[config.mk]
export PLATFORM = sky130hd
export DESIGN_NAME = alu_flat
export DESIGN_NICKNAME = d
export VERILOG_FILES = /design/src/rtl/alu_if.sv /design/src/rtl/alu.sv /design/src/flat_wrapper.sv
export SDC_FILE = /design/constraint.sdc
export NUM_CORES = 1
export LEC_CHECK = 0
export BUFFER_PORTS_ARGS = -buffer_cell sky130_fd_sc_hd__buf_2
export CORE_UTILIZATION = 35
export DETAILED_ROUTE_END_ITERATION = 16
export HOLD_SLACK_MARGIN = 0.06
export SLEW_MARGIN = 20
export SYNTH_ARGS = -nofsm -noshare
export SYNTH_HDL_FRONTEND = slang
export SYNTH_SLANG_ARGS = --single-unit
[constraint.sdc]
create_clock -name clk -period 2.1 [get_ports clk]
set_input_delay 0 -clock clk [delete_from_list [all_inputs] [get_ports clk]]
set_output_delay 0 -clock clk [all_outputs]
set_load 0.005 [all_outputs]
[src/rtl/alu_if.sv]
// ALU bus interface: operation launch (in_valid/A/B/OP) and registered result
// (R/CF/out_valid/ZF/VF). The master drives operands; the slave is the ALU.
interface alu_if #(
  parameter int WIDTH = 4
);
  logic             in_valid;
  logic [WIDTH-1:0] A;
  logic [WIDTH-1:0] B;
  logic [1:0]       OP;
  logic [WIDTH-1:0] R;
  logic             CF;
  logic             out_valid;
  logic             ZF;
  logic             VF;

  modport master (
    output in_valid, A, B, OP,
    input  R, CF, out_valid, ZF, VF
  );

  modport slave (
    input  in_valid, A, B, OP,
    output R, CF, out_valid, ZF, VF
  );
endinterface

[src/rtl/alu.sv]
// Registered WIDTH-bit ALU (ADD, SUB, AND, OR) with carry/borrow flag and a
// one-cycle out_valid pulse per launched operation. Latency is one clock.
// Optional zero/overflow flags are built only when ALU_FLAGS_EN is defined;
// otherwise ZF and VF are tied to 0.
module alu #(
  parameter int WIDTH = 4
) (
  input  logic  clk,
  input  logic  rst,
  alu_if.slave  bus
);

  typedef enum logic [1:0] {
    OP_ADD = 2'b00,
    OP_SUB = 2'b01,
    OP_AND = 2'b10,
    OP_OR  = 2'b11
  } op_e;

  logic [WIDTH:0]   sum;
  logic [WIDTH:0]   diff;
  logic [WIDTH-1:0] r_d;
  logic             cf_d;
  logic [WIDTH-1:0] r_q;
  logic             cf_q;
  logic             valid_q;

  // All four results are formed in parallel; the opcode selects one.
  always_comb begin
    // NOTE: every output of a combinational block gets a default first so
    // no path leaves it unassigned, which would infer a latch.
    r_d  = '0;
    cf_d = 1'b0;
    // Zero-extended operands: the extra MSB is the carry (ADD) or, because
    // the subtraction wraps negative exactly when A < B, the borrow (SUB).
    sum  = {1'b0, bus.A} + {1'b0, bus.B};
    diff = {1'b0, bus.A} - {1'b0, bus.B};
    case (op_e'(bus.OP))
      OP_ADD: begin
        r_d  = sum[WIDTH-1:0];
        cf_d = sum[WIDTH];
      end
      OP_SUB: begin
        r_d  = diff[WIDTH-1:0];
        cf_d = diff[WIDTH];
      end
      OP_AND: r_d = bus.A & bus.B;
      OP_OR:  r_d = bus.A | bus.B;
      default: ;
    endcase
  end

  // Result register: loads on in_valid, holds otherwise; reset clears all.
  always_ff @(posedge clk) begin
    // NOTE: state is updated with non-blocking assignments so every register
    // samples pre-edge values regardless of statement order.
    if (rst) begin
      r_q     <= '0;
      cf_q    <= 1'b0;
      valid_q <= 1'b0;
    end else begin
      valid_q <= bus.in_valid;
      if (bus.in_valid) begin
        r_q  <= r_d;
        cf_q <= cf_d;
      end
    end
  end

  assign bus.R         = r_q;
  assign bus.CF        = cf_q;
  assign bus.out_valid = valid_q;

`ifdef ALU_FLAGS_EN
  logic zf_d;
  logic vf_d;
  logic zf_q;
  logic vf_q;

  // Zero and signed-overflow flags derived from the selected result.
  always_comb begin
    zf_d = (r_d == '0);
    vf_d = 1'b0;
    case (op_e'(bus.OP))
      OP_ADD: vf_d = (bus.A[WIDTH-1] == bus.B[WIDTH-1]) &&
                     (r_d[WIDTH-1] != bus.A[WIDTH-1]);
      OP_SUB: vf_d = (bus.A[WIDTH-1] != bus.B[WIDTH-1]) &&
                     (r_d[WIDTH-1] != bus.A[WIDTH-1]);
      default: vf_d = 1'b0;
    endcase
  end

  // Flag register shares the load/hold/reset behaviour of the result.
  always_ff @(posedge clk) begin
    if (rst) begin
      zf_q <= 1'b0;
      vf_q <= 1'b0;
    end else if (bus.in_valid) begin
      zf_q <= zf_d;
      vf_q <= vf_d;
    end
  end

  assign bus.ZF = zf_q;
  assign bus.VF = vf_q;
`else
  assign bus.ZF = 1'b0;
  assign bus.VF = 1'b0;
`endif

endmodule

[src/flat_wrapper.sv]
// flat-port wrapper written by rule: the top's interface ports become plain ports
module alu_flat 
#(
  parameter int WIDTH = 4
)
  (clk, rst, bus_in_valid, bus_A, bus_B, bus_OP, bus_R, bus_CF, bus_out_valid, bus_ZF, bus_VF);
  alu_if #(.WIDTH(WIDTH)) bus_i ();
  input  logic clk;
  input  logic rst;
  input wire logic [$bits(bus_i.in_valid)-1:0] bus_in_valid;
  input wire logic [$bits(bus_i.A)-1:0] bus_A;
  input wire logic [$bits(bus_i.B)-1:0] bus_B;
  input wire logic [$bits(bus_i.OP)-1:0] bus_OP;
  output wire logic [$bits(bus_i.R)-1:0] bus_R;
  output wire logic [$bits(bus_i.CF)-1:0] bus_CF;
  output wire logic [$bits(bus_i.out_valid)-1:0] bus_out_valid;
  output wire logic [$bits(bus_i.ZF)-1:0] bus_ZF;
  output wire logic [$bits(bus_i.VF)-1:0] bus_VF;
  assign bus_i.in_valid = bus_in_valid;
  assign bus_i.A = bus_A;
  assign bus_i.B = bus_B;
  assign bus_i.OP = bus_OP;
  assign bus_R = bus_i.R;
  assign bus_CF = bus_i.CF;
  assign bus_out_valid = bus_i.out_valid;
  assign bus_ZF = bus_i.ZF;
  assign bus_VF = bus_i.VF;
  alu #(.WIDTH(WIDTH)) u_core (.clk(clk), .rst(rst), .bus(bus_i));
endmodule
==> flow_summary.ini <==
[placed_design]
pre_cts_slack_ps = 472
io_buffer_count = 18
hpwlAfterDp_um = 1030
place_area_sq_um = 761
dp.cells = 116
gp_congestion = 0.754

[global_routing]
grt_usage_pct = 15.0
grt_pass1_vias = 516
overflow = 0
antenna_found_initial = 0
grt_pass1_wl_um = 2160
grt_max_degree = 14

[sta]
whs_ps = 99.4
maxSlewViolCount = 0
fmaxAchievable_ghz = 0.729
period_share_pct = 65.3
hold_viol = 0
finalCriticalPeriod_ps = 1370
grt_setup_unrepaired = false
clock_skew_ps = 0
setup-violations-final = 0
finalSetupTns_ps = 0
setup_ws_ps = 728

[power_and_ir_drop]
irDropWorstVdd_uv = 173
power_leakage_nw = 0.418
powerDensity_nw_per_um2 = 445

[yosys]
ys_warn_count = 0
synth_top_area_share_pct = 22.8
async_flop_share_pct = 0
synthCells = 76
yosysUniqueCellTypes = 29
ys_dominant_reg_cell = dfxtp_1
synth_commonest_cells = ha_1, inv_1, nor2_1
yosys_register_bits = 6
syn_avg_cell_area_sq_um = 8.68
yosys.area.top_type = ha_1
synth_area_leaders = ha_1, dfxtp_1, inv_1
synth_edf_count = 0
yosysSeqAreaShare_pct = 18.2
syn_area_sq_um = 659

[critical_path]
critPathSlowestCell = fa_1
crit_fanout = 2
critPathLaunchType = input port
cp_data_arrival_time_ps = 1510
critPathMostFrequentCell = inv_1
path_cells = buf_2 -> inv_1 -> ha_1 -> fa_1 -> inv_1 -> mux4_2 -> mux2i_1 -> nor2_1
cp-end-kind = register
crit_type = input port to register
crit_required_ps = 2240
cp_slowest_stage_delay_ps = 490

[cts]
clock_sinks = 6
clk_latency_ps = 240
cts_tree = yes
post_cts_buffers = 0
path_clk_slew_ps = 40
postCtsHoldBufs = 1
clockBufferDepth = 2
cts_resized = 0
ctsHtreeMaxLevel = 1
clockRootBuffer = clkbuf_4
numCtsBuffers = 3

[status]
status = complete, no violations

[drt]
routed_wl_um = 1210
dr_total_vias = 577
wl_per_cell_um = 10.0
drt_iter0_drc = 4
dr.pass1.iters = 6
antenna_left = 0
drcViolationCount = 0
via_per_inst = 4.81

[layout]
drive_above_1_share_pct = 25.3
final-instance-count-excl-fill = 120
antenna_cells = 0
area_delta_synth_final_pct = 20.3
nets = 124
postLayoutCellArea_sq_um = 793

[die]
initial_core_util_pct = 37.8
dieArea_sq_um = 2060
pin_count = 21
dieHeight_um = 45.4
core-area_sq_um = 1750
die_w_um = 45.4
num_rows = 15

[hold_path]
hold_path.class = input port to register

[run]
drv_cap = 0
==> layer usage <==
metal	vias up	wire [um]	GRT usage, %
met5	-	0	0
met4	0	18	10.9
met3	2	58	3.57
met2	19	574	22.9
met1	269	554	18.2
li1	287	-	-
==> area by class of cell <==
type	instances	area (sq um)
fillers	182	952
multi-input cells	55	474
flip-flops and latches	6	120
repair buffers	19	100
inverters	12	45.0
well taps	25	31.3
clock buffers	3	22.5
==> per-stage QoR <==
step	power [mW]	utilization (%)
2_1_floorplan	0.210	-
3_3_place_gp	0.245	43.6
3_5_place_dp	0.250	43.6
4_1_cts	0.360	45.4
5_1_grt	0.392	45.4
6_report	0.353	45.4
==> power by group <==
part | total, mW | switching (mW) | internal, mW
Sequential | 0.127 | 0.00384 | 0.123
Clock | 0.105 | 0.0405 | 0.0646
Combinational | 0.121 | 0.0629 | 0.0581
==> flip-flops by register name, indices dropped and copies added (netlist names) <==
| name | count |
|---|---|
| u_core.bus.CF | 1 |
| u_core.bus.R | 4 |
| u_core.bus.out_valid | 1 |
==> path summary, 6_finish.rpt <==
path | cells past startpoint | slack (ps) | endpoint | from
worst max-delay path | 8 | 730 | u_core.bus.R[1] | bus_A[0]
worst max register to register | 4 | 1320 | u_core.bus.R[3] | u_core.bus.R[3]
worst min-delay path | 2 | 100 | u_core.bus.R[3] | bus_in_valid
worst min register to register | 2 | 470 | u_core.bus.CF | u_core.bus.CF
==> critical path, delay by kind of cell <==
| family | cells | cell delay [ps] |
|---|---|---|
| and+or+nand+nor | 1 | 50 |
| buffers and inverters | 3 | 170 |
| adders and majority gates | 2 | 700 |
| muxes | 2 | 590 |
==> kinds of logic after synthesis <==
family | share of synthesized area, %
xor gates and xnor gates | 1.33
muxes | 7.97
DFF | 18.2
other | 0.569
and+or+nand+nor | 16.7
adders and majority gates | 28.8
AOI/OAI and AO/OA | 15.9
buffers and inverters | 10.4
==> cell usage in the layout, fill, tap and decap left out, drive strengths merged <==
cell type / netlist / layout
a41oi: 1 / 1
conb: 1 / 2
o21ai: 4 / 4
nor2b: 4 / 4
nand2b: 4 / 4
buf: 3 / 18
o32ai: 1 / 1
nand3b: 1 / 1
dlygate4sd3: 0 / 1
a31oi: 1 / 1
a22o: 1 / 1
xor2: 1 / 1
nor4b: 1 / 1
ha: 12 / 12
dfxtp: 6 / 6
a211oi: 3 / 3
mux4: 1 / 1
a21oi: 1 / 1
mux2i: 3 / 3
clkbuf: 1 / 3
nor2: 8 / 8
nand3: 1 / 1
fa: 2 / 2
inv: 12 / 12
or3: 1 / 1
a21o: 1 / 1
o311a: 1 / 1
Note: power is estimated with default switching activity, not from simulation.
